**src/rtl/pipe_hazard_pkg.sv**
```systemverilog
// Shared defaults, control-word encoding and wait-counter sizing
// for the pipeline hazard controller.
package pipe_hazard_pkg;

  localparam int REG_AW_DEF      = 5;
  localparam int NUM_SRC_DEF     = 2;
  localparam int LOAD_LAT_DEF    = 1;
  localparam int BR_ALU_WAIT_DEF = 1;
  localparam int CNT_W_DEF       = 16;

  typedef struct packed {
    logic pc_write;
    logic if_id_write;
    logic id_ex_bubble;
    logic if_flush;
  } hz_ctrl_t;

  localparam hz_ctrl_t CTRL_RUN   = '{1'b1, 1'b1, 1'b0, 1'b0};
  localparam hz_ctrl_t CTRL_HOLD  = '{1'b0, 1'b0, 1'b0, 1'b0};
  localparam hz_ctrl_t CTRL_STALL = '{1'b0, 1'b0, 1'b1, 1'b0};
  localparam hz_ctrl_t CTRL_FLUSH = '{1'b1, 1'b1, 1'b0, 1'b1};

  // Wide enough for LOAD_LAT+1; grows only if BR_ALU_WAIT exceeds that.
  function automatic int wait_w(int load_lat, int br_wait);
    int top_v;
    top_v = (load_lat + 1 > br_wait) ? load_lat + 1 : br_wait;
    return $clog2(top_v + 1);
  endfunction

endpackage

```
**src/rtl/hazard_scoreboard.sv**
```systemverilog
// Per-register EX / ID wait counters with set, decrement,
// freeze and per-source busy lookup. Register 0 never reports busy.
module hazard_scoreboard
  import pipe_hazard_pkg::*;
#(
  parameter int REG_AW  = REG_AW_DEF,
  parameter int NUM_SRC = NUM_SRC_DEF,
  parameter int WW      = 2
) (
  input  logic                      clk,
  input  logic                      rst,
  input  logic                      freeze,
  input  logic                      set_en,
  input  logic [REG_AW-1:0]         set_rd,
  input  logic [WW-1:0]             set_ex,
  input  logic [WW-1:0]             set_id,
  input  logic [NUM_SRC*REG_AW-1:0] src,
  output logic [NUM_SRC-1:0]        ex_busy,
  output logic [NUM_SRC-1:0]        id_busy
);

  localparam int NREG = 2 ** REG_AW;

  logic [WW-1:0] ex_wait [NREG];
  logic [WW-1:0] id_wait [NREG];

  always_ff @(posedge clk or posedge rst) begin
    if (rst) begin
      for (int i = 0; i < NREG; i++) begin
        ex_wait[i] <= '0;
        id_wait[i] <= '0;
      end
    end else if (!freeze) begin
      for (int i = 0; i < NREG; i++) begin
        if (set_en && set_rd == REG_AW'(i)) begin
          ex_wait[i] <= set_ex;
          id_wait[i] <= set_id;
        end else begin
          ex_wait[i] <= (ex_wait[i] != '0) ?
                        ex_wait[i] - WW'(1) : '0;
          id_wait[i] <= (id_wait[i] != '0) ?
                        id_wait[i] - WW'(1) : '0;
        end
      end
    end
  end

  always_comb begin
    ex_busy = '0;
    id_busy = '0;
    for (int s = 0; s < NUM_SRC; s++) begin
      ex_busy[s] = (src[s*REG_AW +: REG_AW] != '0) &&
                   (ex_wait[src[s*REG_AW +: REG_AW]] != '0);
      id_busy[s] = (src[s*REG_AW +: REG_AW] != '0) &&
                   (id_wait[src[s*REG_AW +: REG_AW]] != '0);
    end
  end

endmodule

```
**src/rtl/pipe_hazard_ctrl.sv**
```systemverilog
// Load-use / branch-compare hazard detection, control-flow flush
// and stall/flush performance counters for a 5-stage pipeline.
module pipe_hazard_ctrl
  import pipe_hazard_pkg::*;
#(
  parameter int REG_AW      = REG_AW_DEF,
  parameter int NUM_SRC     = NUM_SRC_DEF,
  parameter int LOAD_LAT    = LOAD_LAT_DEF,
  parameter int BR_ALU_WAIT = BR_ALU_WAIT_DEF,
  parameter int CNT_W       = CNT_W_DEF
) (
  input  logic                      clk,
  input  logic                      rst,
  input  logic                      id_valid,
  input  logic [NUM_SRC*REG_AW-1:0] id_src,
  input  logic [NUM_SRC-1:0]        id_src_used,
  input  logic                      id_is_branch,
  input  logic                      id_br_taken,
  input  logic                      id_jump,
  input  logic                      id_reg_write,
  input  logic                      id_mem_read,
  input  logic [REG_AW-1:0]         id_rd,
  input  logic                      mem_stall,
  output logic                      pc_write,
  output logic                      if_id_write,
  output logic                      id_ex_bubble,
  output logic                      if_flush,
  output logic [CNT_W-1:0]          stall_cnt,
  output logic [CNT_W-1:0]          flush_cnt
);

  localparam int WW = wait_w(LOAD_LAT, BR_ALU_WAIT);

  logic [NUM_SRC-1:0] ex_busy;
  logic [NUM_SRC-1:0] id_busy;
  logic               hz_stall;
  logic               issue;
  logic               redirect;
  logic               set_en;
  logic [WW-1:0]      set_ex;
  logic [WW-1:0]      set_id;
  logic               sel_rst;
  logic               sel_hold;
  logic               sel_stall;
  logic               sel_flush;
  hz_ctrl_t           ctrl;

  // Branches compare in ID, so they wait on the longer ID window.
  assign hz_stall = id_valid &
                    (|(id_src_used &
                       (id_is_branch ? id_busy : ex_busy)));
  assign issue    = id_valid & ~hz_stall & ~mem_stall;
  assign redirect = issue &
                    (id_jump | (id_is_branch & id_br_taken));
  assign set_en   = issue & id_reg_write & (id_rd != '0);
  assign set_ex   = id_mem_read ? WW'(LOAD_LAT) : '0;
  assign set_id   = id_mem_read ? WW'(LOAD_LAT + 1) :
                                  WW'(BR_ALU_WAIT);

  hazard_scoreboard #(
    .REG_AW  (REG_AW),
    .NUM_SRC (NUM_SRC),
    .WW      (WW)
  ) u_sb (
    .clk     (clk),
    .rst     (rst),
    .freeze  (mem_stall),
    .set_en  (set_en),
    .set_rd  (id_rd),
    .set_ex  (set_ex),
    .set_id  (set_id),
    .src     (id_src),
    .ex_busy (ex_busy),
    .id_busy (id_busy)
  );

  assign sel_rst   = rst;
  assign sel_hold  = ~rst & mem_stall;
  assign sel_stall = ~rst & ~mem_stall & hz_stall;
  assign sel_flush = ~rst & redirect;

  always_comb begin
    ctrl = CTRL_RUN;
    unique case (1'b1)
      sel_rst:   ctrl = CTRL_RUN;
      sel_hold:  ctrl = CTRL_HOLD;
      sel_stall: ctrl = CTRL_STALL;
      sel_flush: ctrl = CTRL_FLUSH;
      default:   ctrl = CTRL_RUN;
    endcase
  end

  assign pc_write     = ctrl.pc_write;
  assign if_id_write  = ctrl.if_id_write;
  assign id_ex_bubble = ctrl.id_ex_bubble;
  assign if_flush     = ctrl.if_flush;

  always_ff @(posedge clk or posedge rst) begin
    if (rst) begin
      stall_cnt <= '0;
      flush_cnt <= '0;
    end else begin
      if (hz_stall && !mem_stall)
        stall_cnt <= stall_cnt + CNT_W'(1);
      if (redirect)
        flush_cnt <= flush_cnt + CNT_W'(1);
    end
  end

endmodule
```
**config.mk**
```make
export PLATFORM = sky130hd
export DESIGN_NAME = pipe_hazard_ctrl
export DESIGN_NICKNAME = d
export VERILOG_FILES = /design/src/rtl/pipe_hazard_pkg.sv /design/src/rtl/hazard_scoreboard.sv /design/src/rtl/pipe_hazard_ctrl.sv
export SDC_FILE = /design/constraint.sdc
export NUM_CORES = 1
export LEC_CHECK = 0
export ABC_AREA = 1
export CORE_MARGIN = 2
export CORE_UTILIZATION = 60
export CTS_CLUSTER_SIZE = 28
export DETAILED_ROUTE_END_ITERATION = 8
export PLACE_DENSITY = 0.81
export SYNTH_ARGS = -nofsm -noshare
export SYNTH_HDL_FRONTEND = slang
export SYNTH_SLANG_ARGS = --single-unit
```
**constraint.sdc**
```tcl
create_clock -name clk -period 7.37 [get_ports clk]
set_clock_uncertainty 0.2 [all_clocks]
set_input_delay 1.1055 -clock clk [delete_from_list [all_inputs] [get_ports clk]]
set_output_delay 1.1055 -clock clk [all_outputs]
set_load 0.03 [all_outputs]
```
Yosys cells after proc, flatten, opt, wreduce, memory -nomap -nowiden
Index checks and enable logic that the tools add are counted.
{"block": "totals", "register_bits": 160, "inputBits": 26, "output_inout_bits": 36, "word_cells": 438}
{"block": "classes", "n_addsub": 66, "n_lt_le_gt_ge": 2, "eq_ne": 31, "muxes": 144, "bitwise_logic": 18, "n_reduce_logical": 111}
{"op": "two-way mux 2 bit", "count": 138}
{"op": "nonzero test 2 bit", "count": 68}
{"op": "subtractor 2 x 1 -> 2 bit, second input constant", "count": 64}
{"op": "equality test 5 bit, second input constant", "count": 16}
{"op": "binary-select mux 2 bit (select 5 bit)", "count": 4}
{"op": "equality test 5 x 4 -> 1 bit, second input constant", "count": 8}
{"op": "logical AND 1 bit", "count": 37}
{"op": "adder 16 x 1 -> 16 bit, second input constant", "count": 2}
{"op": "equality test 5 x 3 -> 1 bit, second input constant", "count": 4}
{"op": "nonzero test 5 bit", "count": 3}
{"op": "greater-or-equal comparator 6 bit, second input constant", "count": 2}
{"op": "inverter 5 -> 6 bit", "count": 2}
{"op": "one-hot mux 4 bit (3 select lines)", "count": 1}
{"op": "AND 1 bit", "count": 11}
{"op": "equality test 5 x 2 -> 1 bit, second input constant", "count": 2}
{"op": "equality test 5 x 1 -> 1 bit, second input constant", "count": 1}
{"op": "logical NOT 5 bit", "count": 1}
{"op": "inverter 1 bit", "count": 3}
{"op": "AND 2 bit", "count": 1}
{"op": "OR reduction 2 bit", "count": 1}
{"op": "logical NOT 1 bit", "count": 1}
{"op": "two-way mux 1 bit", "count": 1}
{"op": "bitwise OR 1 bit", "count": 1}

Logic depth before layout (Yosys ltp)
Gate-level depths: netlist (run 1).
{"block": "logic_depth", "depth_word": 17, "depth_mapped": 22}

Modules after synthesis
A second synthesis (run 1) with hierarchy kept.
{"block": "unflattened", "hier_cells": 1362, "area_unflattened_um2": 9581.7}
{"mod": "hazard_scoreboard", "instances": 1, "cells_each": 1048, "area_each_um2": 7463.4, "seq_area_each_um2": 3203.1}
{"mod": "pipe_hazard_ctrl", "instances": 1, "cells_each": 314, "area_each_um2": 2118.3, "seq_area_each_um2": 800.8}

Worst setup path after synthesis (run 1)
Ideal clock, no wire load.
{"block": "synth_timing", "path_kind": "input to output", "start": "in rst", "end": "out pc_write", "arrival_ns": 6.620, "setup_slack_ns": -0.556, "cell_stages": 3, "cell_sequence": "inv_1 o21ai_0 buf_4"}
{"block": "synth_between", "elab_chain_len": 4, "elab_cells_between_ends": 6, "classes_between": "1 x mux; 5 x bitwise"}
{"element": "start, declared", "line": "pipe_hazard_ctrl.sv:13", "text": "input logic rst,"}
{"element": "inverter 1 bit *", "line": "pipe_hazard_ctrl.sv:78, pipe_hazard_ctrl.sv:79, pipe_hazard_ctrl.sv:80"}
{"element": "AND 1 bit (2 in a row)", "line": "pipe_hazard_ctrl.sv:79", "text": "assign sel_stall = ~rst & ~mem_stall & hz_stall;"}
{"element": "one-hot mux 4 bit (3 select lines) *", "line": "pipe_hazard_ctrl.sv:84", "text": "unique case (1'b1)"}
{"element": "end, declared", "line": "pipe_hazard_ctrl.sv:24", "text": "output logic pc_write,"}
Mark *: on every way between the ends. The rest lies on a longest branch, timed or not.

Worst setup path after layout (run 1)
{"block": "layout_timing", "start": "in id_src[5]", "end": "out if_flush"}
{"block": "layout_between", "elab_chain_len": 16, "elab_cells_between_ends": 23, "classes_between": "8 x mux; 9 x bitwise; 6 x reduce/logical"}
{"element": "start, declared", "line": "pipe_hazard_ctrl.sv:15", "text": "input logic [NUM_SRC*REG_AW-1:0] id_src,"}
{"element": "inverter 5 -> 6 bit (not written as such)", "line": "hazard_scoreboard.sv:53, hazard_scoreboard.sv:55"}
{"element": "binary-select mux 2 bit (select 5 bit) (on tied branches)", "line": "hazard_scoreboard.sv:53, hazard_scoreboard.sv:55"}
{"element": "two-way mux 2 bit (on tied branches) (2 in a row)", "line": "hazard_scoreboard.sv:53, hazard_scoreboard.sv:55"}
{"element": "nonzero test 2 bit (on tied branches)", "line": "hazard_scoreboard.sv:53, hazard_scoreboard.sv:55"}
{"element": "logical AND 1 bit (on tied branches)", "line": "hazard_scoreboard.sv:52, hazard_scoreboard.sv:54"}
{"element": "two-way mux 2 bit *", "line": "pipe_hazard_ctrl.sv:51", "text": "(id_is_branch ? id_busy : ex_busy)));"}
{"element": "AND 2 bit *", "line": "pipe_hazard_ctrl.sv:50", "text": "(|(id_src_used &"}
{"element": "OR reduction 2 bit *", "line": "pipe_hazard_ctrl.sv:50"}
{"element": "AND 1 bit *", "line": "pipe_hazard_ctrl.sv:49", "text": "assign hz_stall = id_valid &"}
{"element": "inverter 1 bit", "line": "pipe_hazard_ctrl.sv:52", "text": "assign issue = id_valid & ~hz_stall & ~mem_stall;"}
{"element": "AND 1 bit (2 in a row)", "line": "pipe_hazard_ctrl.sv:52"}
{"element": "AND 1 bit", "line": "pipe_hazard_ctrl.sv:53", "text": "assign redirect = issue &"}
{"element": "AND 1 bit", "line": "pipe_hazard_ctrl.sv:80", "text": "assign sel_flush = ~rst & redirect;"}
{"element": "one-hot mux 4 bit (3 select lines) *", "line": "pipe_hazard_ctrl.sv:84"}
{"element": "end, declared", "line": "pipe_hazard_ctrl.sv:27", "text": "output logic if_flush,"}
Mark *: on every way between the ends. The rest lies on a longest branch, timed or not. The select of a mux whose other input is x is not followed.

==> results of run 1 <==
-- area by class of cell --
| class | instances | area [um^2] | share of cell area, % |
|---|---|---|---|
| clock buffer | 18 | 429 | 3.84 |
| clock inverter | 11 | 120 | 1.08 |
| inverter | 174 | 658 | 5.89 |
| multi-input combinational | 1170 | 5020 | 44.9 |
| sequential | 160 | 4000 | 35.9 |
| tap | 220 | 275 | 2.47 |
| timing repair buffer | 69 | 661 | 5.92 |
-- worst min path at each step --
stage	to	slack, ns	from	cells past startpoint
6_report	flush_cnt[15]	0.27	flush_cnt[15]	1
3_5_place_dp	flush_cnt[15]	0.27	flush_cnt[15]	1
5_1_grt	flush_cnt[15]	0.31	flush_cnt[15]	1
2_1_floorplan	u_sb.id_wait[0]	0.27	u_sb.id_wait[0]	2
4_1_cts	flush_cnt[15]	0.28	flush_cnt[15]	1
3_3_place_gp	flush_cnt[15]	0.25	flush_cnt[15]	1
-- routing by layer --
layer	GRT usage, %	routed length [um]
met5	0	0
met4	11.1	649
met3	5.79	1990
met2	48.3	12300
met1	45.2	12300
-- power groups by stage --
stage / Clock, mW / Combinational, mW / Sequential, mW
after floorplan: 0 / 0.196 / 1.06
after global placement: 0 / 0.434 / 0.979
after detailed placement: 0 / 0.438 / 0.979
after CTS: 0.862 / 0.440 / 0.965
after global routing: 0.895 / 0.479 / 0.970
final: 0.855 / 0.441 / 0.965
-- kinds of logic after synthesis --
group / count (synthesis) / share of synthesized area [%]
xor+xnor: 29 / 2.56
buf+inv: 229 / 9.03
compound gates: 82 / 4.25
fa+ha+maj: 2 / 0.252
simple gates: 1057 / 43.5
flops: 160 / 40.4
-- cells in the mapped netlist (2+ instances only) --
master    instances  area share, %
nand2_2           2           0.13
clkinv_1          2          0.076
dfrtp_1         160             40
buf_2            11           0.56
xor2_1           25            2.2
nor2_1          171            6.5
buf_4             6           0.45
nand4_1          33            2.1
nor2_2            7           0.44
xnor2_1           4           0.35
nand2_1         669             25
clkbuf_1         32            1.2
nor3_1           20            1.0
a21oi_1          52            2.6
nand3b_1          2           0.15
nand3_1         142            7.2
a31oi_1           2           0.13
inv_2             9           0.34
inv_1           163            6.2
ha_1              2           0.25
o21ai_0          25            1.3
buf_1             6           0.23
nor4_1            8           0.50
-- flip-flops by register name (all words and copies together) (netlist names) --
signal / cells
u_sb.id_wait: 64
u_sb.ex_wait: 64
stall_cnt: 16
flush_cnt: 16
==> results.py, run 1 <==
metrics = {
    "cells_and_area": {
        "layoutNonFillerInstCount": 1822,
        "layout_commonest_cell": "nand2_1",
        "fillerInstances": 1462,
        "drive_gt1_share_pct": 3.81,
        "nets": 1620,
        "diodes": 0,
        "layout_common_cells": "nand2_1 (669), nor2_1 (171), inv_1 (161)",
        "fin_area_um2": 11200,
        "fin_util_pct": 68.3,
        "syn_to_final_growth_pct": 12.6,
    },
    "sta": {
        "finalSetupViolCount": 0,
        "worst_slew_pin_slew_ns": 1.13,
        "finalHoldViolations": 0,
        "fin_crit_ns": 6.01,
        "drv_slew": 0,
        "rsz0062_at_grt": "false",
        "hold_ws_ns": 0.270,
        "fin_ws_ns": 1.36,
        "max_freq_mhz": 166,
        "fin_tns_setup_ns": 0,
        "max_slew_margin_pct": 24.8,
        "min_period_over_period_pct": 81.6,
    },
    "yosys": {
        "synth_cell_types": 29,
        "ys_warn_count": 0,
        "synth_edf_count": 0,
        "synth_cells": 1559,
        "synth_ff_type": "dfrtp_1",
        "yosysSeqAreaShare_pct": 40.4,
        "ys_ff_latch": 160,
        "synth_async_sr_flop_share_pct": 100,
        "netlist_area_um2": 9920,
        "synth.avg_cell_area_um2": 6.36,
        "synth_nets": 1587,
    },
    "placement": {
        "place_congestion": 0.970,
        "placed_cells": 1793,
        "dp_slack_ns": 1.43,
        "io_buffers": 61,
        "placed_cell_area_um2": 10600,
        "dp_hpwl_um": 18600,
    },
    "power": {
        "seq_power_share_pct": 42.7,
        "p_sw_share_pct": 31.0,
        "clock_power_share_pct": 37.8,
        "total_power_mw": 2.26,
        "leakage_nw": 6.17,
        "p_int_mw": 1.56,
        "power_density_nw_per_um2": 202,
        "p_comb_share_pct": 19.5,
        "power.switching_uw": 700,
        "ir_drop_mv": 0.221,
    },
    "setup_path": {
        "reg2reg_setup_slack_ns": 4.07,
        "crit_end": "if_flush",
        "path_class": "in -> out",
        "cp-end-kind": "output port",
        "cpMostUsedCell": "nand2_1",
        "cp_slowest_stage_delay_ns": 0.85,
        "path_max_fanout": 13,
        "r2r_end": "u_sb.id_wait[7]",
        "cp-start-kind": "input port",
        "reg2reg_from": "u_sb.ex_wait[14]",
        "cp.required_ns": 6.06,
        "arrival_ns": 4.71,
        "reg2regPathDepth": 21,
        "cp-startpoint": "id_src[5]",
        "path_cells": "clkdlybuf4s50_1 -> nor2_1 -> nand3_1 -> nand3_1 -> nor2_1 -> nor2_1 -> nand2_1 -> nand2_1 -> nand2_1 -> nand2_1 -> nand2_1 -> nand2_1 -> nand2_1 -> nor2_4 -> nand2_2 -> nor2_1 -> clkdlybuf4s50_1",
        "cp.depth": 17,
        "slowest_stage": "nor2_1",
        "path_buf_inv": 2,
        "cp_top_family": "simple AND/OR/NAND/NOR gates",
    },
    "clock_tree": {
        "worstSkewPairLatency_ns": 0.44,
        "clock_sinks": 160,
        "cts_tree": "built",
        "postCtsSetupBuffers": 0,
        "cts_hold_buf": 0,
        "h-tree-depth": 4,
        "clk_pin_slew_ns": 0.06,
        "cts_root_buf": "clkbuf_16",
        "cts.repair.resized": 0,
        "cts_buffer_depth": 2,
        "cts_inserted_buffers": 17,
    },
    "job": {
        "maxCapViolCount": 0,
    },
    "floorplanning": {
        "die_w_um": 133,
        "io_pins": 62,
        "rows": 47,
        "coreArea_um2": 16300,
        "start_util_pct": 60.7,
        "die_area_um2": 17600,
        "die_h_um": 133,
    },
    "global_route": {
        "grt_pass1_vias": 8897,
        "grt_first_pass_wirelength_um": 44500,
        "track_usage_pct": 31.5,
        "grt-ovfl-total": 0,
        "antenna_found_initial": 0,
        "grt_max_degree": 74,
    },
    "hold_path": {
        "hold_path.class": "reg -> reg",
    },
    "route": {
        "postRouteAntennaNets": 0,
        "vias_per_cell": 5.45,
        "routed_wl_um": 27300,
        "routedWlPerCell_um": 15.0,
        "first_pass_iters": 6,
        "drtIter0Drc": 1242,
        "vias": 9923,
        "drc": 0,
    },
    "outcome": {
        "status": "completed",
    },
}
Note: power is estimated with default switching activity, not from simulation.
==> run 2: changes to the inputs <==
--- a/config.mk
+++ b/config.mk
@@ -7,10 +7,10 @@
 export LEC_CHECK = 0
 export ABC_AREA = 1
 export CORE_MARGIN = 2
-export CORE_UTILIZATION = 60
+export CORE_UTILIZATION = 55
 export CTS_CLUSTER_SIZE = 28
 export DETAILED_ROUTE_END_ITERATION = 8
-export PLACE_DENSITY = 0.81
+export PLACE_DENSITY = 0.78
 export SYNTH_ARGS = -nofsm -noshare
 export SYNTH_HDL_FRONTEND = slang
 export SYNTH_SLANG_ARGS = --single-unit
==> constraint.sdc (replaced) <==
create_clock -name clk -period 5 [get_ports clk]
set_clock_uncertainty 0.2 [all_clocks]
set_input_delay 0.75 -clock clk [delete_from_list [all_inputs] [get_ports clk]]
set_output_delay 0.75 -clock clk [all_outputs]
set_load 0.03 [all_outputs]
==> results.py, run 2 (synthesis gave the netlist of run 1 again) <==
metrics = {
    "sta": {
        "max_slew_margin_pct": 42.7,
        "max_freq_mhz": 216,
        "hold_ws_ns": 0.268,
        "rsz0062_at_grt": "false",
        "worst_slew_pin_slew_ns": 0.859,
        "min_period_over_period_pct": 92.4,
        "finalHoldViolations": 0,
        "fin_crit_ns": 4.62,
        "finalSetupViolCount": 0,
        "drv_slew": 0,
    },
    "power": {
        "power_density_nw_per_um2": 302,
        "p_sw_share_pct": 31.1,
        "clock_power_share_pct": 39.3,
        "p_comb_share_pct": 19.2,
        "leakage_nw": 6.25,
        "power.switching_mw": 1.06,
        "seq_power_share_pct": 41.5,
        "total_power_mw": 3.42,
        "ir_drop_mv": 0.251,
        "p_int_mw": 2.35,
    },
    "clock_tree": {
        "cts_root_buf": "clkbuf_16",
        "worstSkewPairLatency_ns": 0.43,
        "cts_inserted_buffers": 17,
        "clock_sinks": 160,
        "cts_tree": "built",
        "clk_pin_slew_ns": 0.07,
        "cts_hold_buf": 0,
        "h-tree-depth": 4,
        "cts_buffer_depth": 2,
    },
    "hold_path": {
        "hold_path.class": "reg -> reg",
    },
    "setup_path": {
        "path_buf_inv": 3,
        "cp-start-kind": "input port",
        "path_max_fanout": 9,
        "path_class": "in -> out",
        "cp.required_ns": 4.05,
        "cp-end-kind": "output port",
        "cp_slowest_stage_delay_ns": 0.74,
        "cp_top_family": "buffers and inverters",
        "slowest_stage": "clkdlybuf4s50_1",
        "path_cells": "clkdlybuf4s50_1 -> nand2_1 -> inv_2 -> nand3_1 -> nand3_1 -> nand2_1 -> nand2_1 -> nand2_1 -> nand2_1 -> nand2_1 -> nand2_1 -> nand2_1 -> nand2_1 -> a21oi_2 -> o21ai_0 -> clkdlybuf4s50_1",
        "arrival_ns": 3.67,
        "cpMostUsedCell": "nand2_1",
    },
    "cells_and_area": {
        "fin_util_pct": 63.4,
        "fillerInstances": 1633,
        "multi_input_area_um2": 5020,
        "largestRegisters": "u_sb.ex_wait (64), u_sb.id_wait (64)",
        "regArea_um2": 4000,
        "layout_common_cells": "nand2_1 (669), nor2_1 (171), inv_1 (161)",
        "fin_area_um2": 11300,
        "nets": 1627,
        "layout_commonest_cell": "nand2_1",
        "drive_gt1_share_pct": 4.53,
        "syn_to_final_growth_pct": 14.0,
    },
    "floorplanning": {
        "coreArea_um2": 17800,
        "io_pins": 62,
        "rows": 49,
        "die_h_um": 138,
        "die_area_um2": 19100,
        "start_util_pct": 55.6,
        "die_w_um": 138,
    },
    "job": {
        "maxCapViolCount": 0,
    },
    "global_route": {
        "grt_pass1_vias": 9098,
        "met2_usage_pct": 45.1,
        "grtUsageMet3_pct": 4.40,
        "track_usage_pct": 29.0,
        "grt_max_degree": 161,
        "grt_busiest_layer": "met2",
        "antenna_found_initial": 1,
        "grt_first_pass_wirelength_um": 44900,
        "grt-ovfl-total": 0,
        "use_met1_pct": 40.6,
    },
    "placement": {
        "dp_hpwl_um": 19100,
        "place_congestion": 1.05,
        "io_buffers": 61,
        "placed_cell_area_um2": 10700,
    },
    "route": {
        "routed_wl_um": 27500,
        "drc": 0,
        "vias": 9925,
        "routedWlPerCell_um": 14.9,
        "drtIter0Drc": 1165,
        "vias_per_cell": 5.39,
        "postRouteAntennaNets": 0,
        "first_pass_iters": 8,
    },
    "outcome": {
        "status": "completed",
    },
}
==> run 2: cell count changes in the layout (fill, tap and decap cells not counted), moves of 2 or more <==
cell             previous run  this run
buf_4                       8        17
inv_6                       0         5
clkinv_2                    5         1
buf_2                       2         0
clkbuf_8                    0         2
clkdlybuf4s50_1            59        57
==> run 2: what timing repair did <==
action                     CTS  global route
setup buffers                0             0
hold endpoints to repair     0             0
setup endpoints to repair    0             2
resized for setup            0             1
==> run 2: cell type report <==
type | count | share of cell area (%)
well taps | 229 | 2.53
diodes | 1 | 0.0221
multi-input cells | 1170 | 44.4
clock inverters | 13 | 1.33
repair buffers | 76 | 6.46
flip-flops and latches | 160 | 35.4
inverters | 174 | 5.83
clock buffers | 19 | 4.01
==> run 2: worst reg2reg max path: stages (launching register included) <==
cell and delay [ns]:
dfrtp_1 0.42, nor2_1 0.34, a21oi_1 0.13, nand3_1 0.09, nand2_1 0.05, nand2_1 0.08
nand2_1 0.06, nand2_1 0.05, nand2_1 0.07, nand2_1 0.06, nand2_1 0.05, nand2_1 0.08
nand2_1 0.09, nor2_4 0.12, buf_4 0.43, nand3_1 0.26, nand2_1 0.12, nand2_1 0.06
nand2_1 0.06, nand2_1 0.05
==> run 2: path summary, 6_finish.rpt <==
kind,from,cells after the start,slack [ns],endpoint
setup / recovery,id_src[6],16,0.38,if_id_write
hold / removal,flush_cnt[15],1,0.27,flush_cnt[15]
setup reg to reg,u_sb.id_wait[46],19,1.99,u_sb.ex_wait[16]
hold reg to reg,flush_cnt[15],1,0.27,flush_cnt[15]
max in group asynchronous,rst,3,3.19,u_sb.id_wait[60]
min in group asynchronous,rst,3,0.80,flush_cnt[15]
==> run 2: metrics by stage <==
step | setup slack (ns) | instances | TNS, ns
global route | 0.135 | 1842 | 0
CTS | 0.311 | 1841 | 0
floorplan | -0.384 | 1559 | -0.470
global placement | 0.358 | 1809 | 0
finish | 0.379 | 1842 | 0
detailed placement | 0.324 | 1809 | 0
==> run 2: power by group through the flow <==
stage / sequential (mW) / combinational [mW] / clock, mW
finish: 1.42 / 0.656 / 1.34
global route: 1.43 / 0.712 / 1.42
CTS: 1.42 / 0.654 / 1.36
detailed placement: 1.44 / 0.651 / 0
global placement: 1.44 / 0.645 / 0
floorplan: 1.56 / 0.290 / 0
==> run 2: per-layer routing <==
| layer | vias to the layer above | wire [um] |
|---|---|---|
| met4 | 0 | 958 |
| met1 | 4557 | 12300 |
| met2 | 378 | 12400 |
| met3 | 71 | 1780 |
| li1 | 4919 | - |
| met5 | - | 0 |
==> run 3: changes to the inputs <==
--- a/config.mk
+++ b/config.mk
@@ -5,12 +5,12 @@
 export SDC_FILE = /design/constraint.sdc
 export NUM_CORES = 1
 export LEC_CHECK = 0
-export ABC_AREA = 1
 export CORE_MARGIN = 2
-export CORE_UTILIZATION = 55
+export CORE_UTILIZATION = 54
 export CTS_CLUSTER_SIZE = 28
 export DETAILED_ROUTE_END_ITERATION = 8
-export PLACE_DENSITY = 0.78
+export PLACE_DENSITY = 0.77
+export SLEW_MARGIN = 20
 export SYNTH_ARGS = -nofsm -noshare
 export SYNTH_HDL_FRONTEND = slang
 export SYNTH_SLANG_ARGS = --single-unit
==> results.py, run 3 <==
metrics = {
    "route": {
        "postRouteAntennaNets": 0,
        "drtIter0Drc": 1195,
        "first_pass_iters": 6,
        "routedWlPerCell_um": 20.9,
        "routed_wl_um": 26800,
        "vias": 8621,
        "vias_per_cell": 6.71,
        "drc": 0,
    },
    "power": {
        "ir_drop_mv": 0.243,
        "leakage_nw": 4.35,
        "power_density_nw_per_um2": 299,
        "total_power_mw": 3.24,
    },
    "cells_and_area": {
        "layout_common_cells": "dfrtp_1 (160), nor2_1 (102), nand2_1 (88)",
        "fin_area_um2": 10900,
        "nets": 1078,
        "layout_commonest_cell": "dfrtp_1",
        "largestRegisters": "u_sb.ex_wait (64), u_sb.id_wait (64)",
        "fillerInstances": 1421,
        "layoutNonFillerInstCount": 1285,
        "drive_gt1_share_pct": 8.58,
        "syn_to_final_growth_pct": 14.4,
        "diodes": 0,
    },
    "placement": {
        "placed_cell_area_um2": 10300,
        "io_buffers": 61,
        "dp_slack_ns": 0.278,
        "place_congestion": 1.01,
        "placed_cells": 1256,
        "dp_hpwl_um": 17800,
    },
    "yosys": {
        "synth_compound_area_share_pct": 23.5,
        "synth_edf_count": 0,
        "synth_top_cell_by_area": "dfrtp_1",
        "ys_warn_count": 0,
        "synth_top_family_by_area": "compound AO/OA/AOI/OAI gates",
        "yosys.area_share.simple_pct": 22.0,
        "synth_async_sr_flop_share_pct": 100,
        "synth.most_common_cell": "dfrtp_1",
        "synthAdderAreaFrac_pct": 0.264,
        "ys_ff_latch": 160,
        "synth-xor-area-share_pct": 2.77,
        "synth_commonest_cells": "dfrtp_1 (160), nor2_1 (103), nand2_1 (88), a221o_1 (77)",
        "synth_ff_type": "dfrtp_1",
        "synth_cells": 1025,
        "synth_nets": 1053,
        "synth_top_cell_area_share_pct": 42.2,
        "synth.area.top_cells": "dfrtp_1 (42%), a221o_1 (8.1%), nor2_1 (4.1%), mux4_2 (3.6%), a21oi_1 (3.5%)",
        "synth.avg_cell_area_um2": 9.26,
        "yosysSeqAreaShare_pct": 42.2,
        "netlist_area_um2": 9490,
        "synth_cell_types": 64,
        "muxShareOfSynthArea_pct": 3.90,
    },
    "clock_tree": {
        "cts_buffer_depth": 2,
        "h-tree-depth": 4,
        "cts.repair.resized": 0,
        "cts_hold_buf": 0,
        "clk_pin_slew_ns": 0.07,
        "clock_sinks": 160,
        "cts_tree": "built",
        "cts_root_buf": "clkbuf_16",
        "cts_inserted_buffers": 17,
        "worstSkewPairLatency_ns": 0.44,
        "postCtsSetupBuffers": 0,
    },
    "outcome": {
        "status": "completed",
    },
    "hold_path": {
        "hold_start": "flush_cnt[15]",
        "hold_path.class": "reg -> reg",
        "whs_path_depth": 1,
        "holdPathEnd": "flush_cnt[15]",
    },
    "setup_path": {
        "cp_slowest_stage_delay_ns": 0.83,
        "reg2reg_setup_slack_ns": 1.54,
        "r2r_end": "u_sb.id_wait[15]",
        "reg2regPathDepth": 9,
        "slowest_stage": "clkdlybuf4s50_1",
        "cp.required_ns": 4.05,
        "path_class": "in -> out",
        "arrival_ns": 3.81,
        "path_cells": "clkdlybuf4s50_1 -> buf_4 -> nor4_1 -> nor4b_1 -> o311a_1 -> a22o_1 -> nor4_1 -> and3_4 -> nor3_1 -> clkdlybuf4s50_1",
        "path_max_fanout": 13,
        "cp-end-kind": "output port",
        "cp-startpoint": "id_src[7]",
        "reg2reg_from": "u_sb.id_wait[24]",
        "cp-start-kind": "input port",
    },
    "global_route": {
        "grt-ovfl-total": 0,
        "track_usage_pct": 29.8,
        "grt_max_degree": 161,
        "antenna_found_initial": 0,
        "grt_pass1_vias": 7892,
        "grt_first_pass_wirelength_um": 42700,
    },
    "sta": {
        "fin_crit_ns": 4.76,
        "max_freq_mhz": 210,
        "min_period_over_period_pct": 95.3,
        "worst_slew_pin_slew_ns": 0.970,
        "drv_slew": 0,
        "rsz0062_at_grt": "false",
        "finalSetupViolCount": 0,
        "fin_ws_ns": 0.235,
        "finalHoldViolations": 0,
        "max_slew_margin_pct": 35.3,
    },
    "floorplanning": {
        "io_pins": 62,
        "coreArea_um2": 17200,
        "die_area_um2": 18600,
        "rows": 48,
        "die_h_um": 137,
        "start_util_pct": 55.1,
        "die_w_um": 137,
    },
    "job": {
        "maxCapViolCount": 0,
    },
}
-- run 3: cells by family after synthesis --
family | after synthesis
fa+ha+maj | 2
compound gates | 285
mux | 18
simple gates | 413
xor+xnor | 30
buf+inv | 117
flops | 160
-- run 3: worst max path at each step --
stage	slack, ns	to	depth (start not counted)
CTS	0.27	id_ex_bubble	8
global placement	0.29	id_ex_bubble	8
global route	0.04	id_ex_bubble	9
floorplan	-0.09	pc_write	3
finish	0.24	id_ex_bubble	10
detailed placement	0.28	id_ex_bubble	8
-- run 3: layer usage --
layer / GRT usage (%) / vias up / part of all wire (%)
met4: 10.8 / 0 / 3.6
met2: 45.3 / 440 / 45
li1: - / 3896 / -
met1: 41.8 / 4214 / 43
met3: 6.89 / 71 / 8.3
met5: 0 / - / 0
-- run 3: critical path, delay by kind of cell --
kind / cells / cell delay (ns)
buf+inv: 3 / 1.80
simple gates: 5 / 0.88
compound gates: 2 / 0.36
-- run 3: final cells by class --
class / instances / area, um^2 / area share [%]
sequential: 160 / 4000 / 36.9
tap: 225 / 282 / 2.59
clock buffer: 20 / 447 / 4.12
inverter: 41 / 158 / 1.45
timing repair buffer: 82 / 833 / 7.68
multi-input combinational: 748 / 4990 / 46.0
clock inverter: 9 / 135 / 1.25
-- run 3: power by group --
group | total [mW] | switching [mW] | internal [mW]
Combinational | 0.517 | 0.339 | 0.178
Sequential | 1.38 | 0.0510 | 1.33
Clock | 1.34 | 0.548 | 0.793
Total | 3.24 | 0.938 | 2.30
-- run 3: stage by stage --
stage	TNS (ns)	utilization [%]	hold slack, ns
finish	0	63.0	0.276
global route	0	63.0	0.297
CTS	0	63.0	0.283
detailed placement	0	59.6	0.272
global placement	0	59.6	0.263
floorplan	-0.0893	-	0.254
==> patch 1 (settings of run 3) <==
Make the reset (`rst`) synchronous in 2 clocked blocks.
--- a/src/rtl/hazard_scoreboard.sv
+++ b/src/rtl/hazard_scoreboard.sv
@@ -26,3 +26,3 @@
 
-  always_ff @(posedge clk or posedge rst) begin
+  always_ff @(posedge clk) begin
     if (rst) begin
--- a/src/rtl/pipe_hazard_ctrl.sv
+++ b/src/rtl/pipe_hazard_ctrl.sv
@@ -97,3 +97,3 @@
 
-  always_ff @(posedge clk or posedge rst) begin
+  always_ff @(posedge clk) begin
     if (rst) begin
Formal check against the unedited RTL: differs if rst is asserted again (counterexample within 4 cycles, from zero or initial values and one cycle with rst high); with rst held inactive, the same outputs for 4 cycles.
==> patch 1 against run 3 <==
- via count decreased by 4.1%
- setup slack worse by 0.065 ns
- area after synthesis is 8.8% higher
- sequential cell count is the same
- design area rose by 8.7%
- sequential power up 15%
- routed wire length up 1.1%
- power rose by 3.8%
- critical path type unchanged
==> patch 1: results <==
set metrics [dict create \
    met1_usage_pct 39.08 \
    fill_cells 1540 \
    slew_headroom_pct 28.81 \
    yosys-top-cells-count "edfxtp_1, nor2_1, inv_1" \
    slowest_delay_ns 0.69 \
    synth_cell_types 71 \
    grt_pass1_wl_mm 42.94 \
    hold_class "register to register" \
    seq_area_frac_synth_pct 43.44 \
    async_reset_ff_share_pct 0 \
    clock_latency_ns 0.44 \
    syn_nets 1108 \
    synth_compound_area_share_pct 10.05 \
    outcome "finished clean" \
    met2_usage_pct 42.38 \
    grt_max_degree 59 \
    synth_mux_area_share_pct 11.59 \
    ir_drop_v 0.0002528 \
    drt_wl_total_mm 27.11 \
    synth_edf_count 128 \
    wl_met3_mm 2.065 \
    antenna_found_initial 0 \
    wl_met1_mm 12.22 \
    synth_area_leaders "edfxtp_1, ha_1, mux2i_1, dfxtp_1, nor2_1" \
    drive_above_1_share_pct 11.43 \
    nets 1164 \
    synthXorXnorAreaFrac_pct 0.2545 \
    path_max_fanout 10 \
    via_per_inst 6.268 \
    grt-ovfl-total 0 \
    use_met3_pct 5.485 \
    drt_iter0_drc 946 \
    grtUsageTotal_pct 27.37 \
    wl_met2_mm 12.39 \
    synth_fa_ha_area_share_pct 8.000 \
    p_leak_nw 4.571 \
    grt_pass1_vias 8020 \
    place_hpwl_mm 19.38 \
]
-- patch 1: worst register-to-register path, cell delays in order (launching register included) --
cell,delay [ns]
edfxtp_1,0.41
nor2_1,0.34
mux4_2,0.32
nor2_1,0.04
or4_1,0.50
a32o_1,0.33
nor3_4,0.34
buf_4,0.46
nand4_1,0.37
nor4b_1,0.28
-- patch 1: final cells by class --
cell class	instances	area, sq um	area share [%]
Clock buffer	25	524.3	4.443
Multi-Input combinational cell	718	5304	44.95
Tap cell	234	292.8	2.481
Inverter	82	309.0	2.619
Timing Repair Buffer	93	838.3	7.104
Clock inverter	7	47.55	0.4029
Sequential cell	160	4484	38.00
-- patch 1: per-stage QoR --
stage          std cells  worst slack [ns]  hold WS (ns)  area [sq um]
6_report            1319            0.1704        0.2768         11800
5_1_grt             1319          0.008821        0.2994         11800
4_1_cts             1319            0.1008        0.2837         11790
3_5_place_dp        1287            0.1404        0.2711         11220
3_3_place_gp        1287            0.1345        0.2684         11220
2_1_floorplan       1016            0.3751        0.3674         10320
-- patch 1: where the power goes --
part	leakage, nW	switching (mW)	internal, mW
Sequential	1.67	0.0656	1.53
Combinational	2.61	0.312	0.191
Clock	0.290	0.539	0.731
Total	4.57	0.917	2.45
-- patch 1: repair_timing --
item                                    CTS  global route
hold buffers                              0             0
endpoints found under the setup margin    0             1
resized for setup                         0             1
buffers inserted                          0             0
-- patch 1: final timing paths --
check | startpoint | end | slack (ns) | cells past startpoint
worst max-delay path | id_src[6] | id_ex_bubble | 0.17 | 8
worst min-delay path | flush_cnt[11] | flush_cnt[11] | 0.28 | 2
worst max register to register | u_sb.ex_wait[20][1] | u_sb.ex_wait[5][1] | 1.13 | 9
worst min register to register | flush_cnt[11] | flush_cnt[11] | 0.28 | 2
==> patch 2 (flow settings as in run 3) <==
Made on the original files. The package constant `NUM_SRC_DEF` goes from 2 to 1.
--- a/src/rtl/pipe_hazard_pkg.sv
+++ b/src/rtl/pipe_hazard_pkg.sv
@@ -5,3 +5,3 @@
   localparam int REG_AW_DEF      = 5;
-  localparam int NUM_SRC_DEF     = 2;
+  localparam int NUM_SRC_DEF     = 1;
   localparam int LOAD_LAT_DEF    = 1;
Ports: changed (resized id_src and id_src_used); port bits go from 62 to 56. No check against the original RTL was run, so the function may have changed too.
==> patch 2 against run 3 <==
- first-iteration DRC count is 36% lower
- routed wire length is 17% lower
- area after synthesis is 10% lower
- fmax is 4.4% higher
- power hardly changed
- sequential cell count stayed put
- setup slack better by 0.20 ns
- design area is 9.4% lower
- critical endpoint unchanged
- largest cell class unchanged
==> patch 2: results <==
set metrics [dict create \
    path_max_fanout 13 \
    pre_cts_ws_ns 0.2735 \
    p_leak_nw 4.215 \
    diodes 0 \
    power_frac_comb_pct 12.8 \
    grt_pass1_wl_mm 35.83 \
    post_drt_wl_per_cell_um 19.83 \
    antenna_found_initial 0 \
    synth_mux_area_share_pct 2.753 \
    yosys-top-cells-count "dfrtp_1, nor2_1, nand2_1" \
    syn_nets 882 \
    yosysWarnings 0 \
    grt_max_degree 161 \
    crit_slowest_cell "clkdlybuf4s50_1" \
    dominantRegCellSynth "dfrtp_1" \
    drt_iter0_drc 769 \
    synth_fa_ha_area_share_pct 0.2944 \
    grtUsageTotal_pct 27.61 \
    nets 914 \
    cts_setup_buffers 0 \
    slowest_delay_ns 0.78 \
    via_per_inst 6.400 \
    drive_above_1_share_pct 9.392 \
    async_reset_ff_share_pct 100.0 \
    clock_latency_ns 0.44 \
    place_hpwl_mm 14.55 \
    fin_total_pwr_mw 3.238 \
    synth_compound_area_share_pct 17.61 \
    synthXorXnorAreaFrac_pct 3.091 \
    critPathTopFamily "compound AO/OA/AOI/OAI gates" \
    hold_class "register to register" \
    cts_root_buffer "clkbuf_16" \
    grt_pass1_vias 6973 \
    seq_area_frac_synth_pct 47.11 \
    slew_headroom_pct 37.37 \
    p_int_mw 2.348 \
    arrival_ns 3.61 \
    synth_cell_types 60 \
    clock_path_buffers 2 \
    reg_top3 "u_sb.ex_wait x64, u_sb.id_wait x64" \
    cts.clk_slew.worst_paths_ns 0.06 \
    outcome "finished clean" \
    cts.repair.resized 0 \
    cts_inserted_buffers 17 \
    dr.pass1.iters 5 \
    synth_area_leaders "dfrtp_1, a221o_1, nor3b_1, nor2_1, nand2_1" \
    ir_drop_v 0.0003721 \
    place.gp.congestion 0.9132 \
    io_buffers 55 \
    placed_cell_area_sq_mm 0.009193 \
    h-tree-depth 4 \
    p_seq_mw 1.40 \
]
patch 2: cell types whose count changed after synthesis, moves of 13 or more:
cell / run 3 / this run
a2111oi_0: 30 / 0
a21boi_0: 20 / 1
a21oi_1: 66 / 18
a221o_1: 77 / 48
and2_1: 28 / 13
inv_1: 39 / 8
nand2_1: 88 / 71
nor2_1: 103 / 83
nor2b_1: 9 / 28
nor3_1: 66 / 49
nor3b_1: 21 / 48
o211ai_1: 8 / 21
or4_1: 3 / 17
patch 2: routing by layer:
layer	global-route usage [%]	part of all wire, %
met1	36.39	43
met2	44.27	48
met3	7.391	6.3
met4	9.930	2.3
met5	0	0
patch 2: area by class of cell:
class	instances	area, sq um
multi-input cells	630	4194
inverters	9	37.54
fillers	1223	5480
clock buffers	19	442.9
well taps	211	264.0
repair buffers	74	693.2
flip-flops and latches	160	4004
clock inverters	13	198.9
patch 2: worst paths after layout:
path,start,end,slack [ns],cells after the start
setup / recovery,id_src[0],id_ex_bubble,0.44,8
hold reg to reg,flush_cnt[15],flush_cnt[15],0.27,1
max in group asynchronous,rst,u_sb.id_wait[20],3.15,3
hold / removal,flush_cnt[15],flush_cnt[15],0.27,1
min in group asynchronous,rst,flush_cnt[0],0.81,3
setup reg to reg,u_sb.ex_wait[15],u_sb.id_wait[15],1.59,9
patch 2: through the flow:
step / hold slack (ns) / std cells / setup TNS (ns)
global route: 0.2902 / 1116 / 0
floorplan: 0.2537 / 860 / -0.4701
CTS: 0.2748 / 1116 / 0
global placement: 0.2565 / 1084 / 0
finish: 0.2717 / 1116 / 0
detailed placement: 0.2601 / 1084 / 0
patch 2: kinds of logic after synthesis:
group / count (synthesis)
simple gates: 400
compound gates: 181
flops: 160
buf+inv: 70
xor+xnor: 30
mux: 17
fa+ha+maj: 2
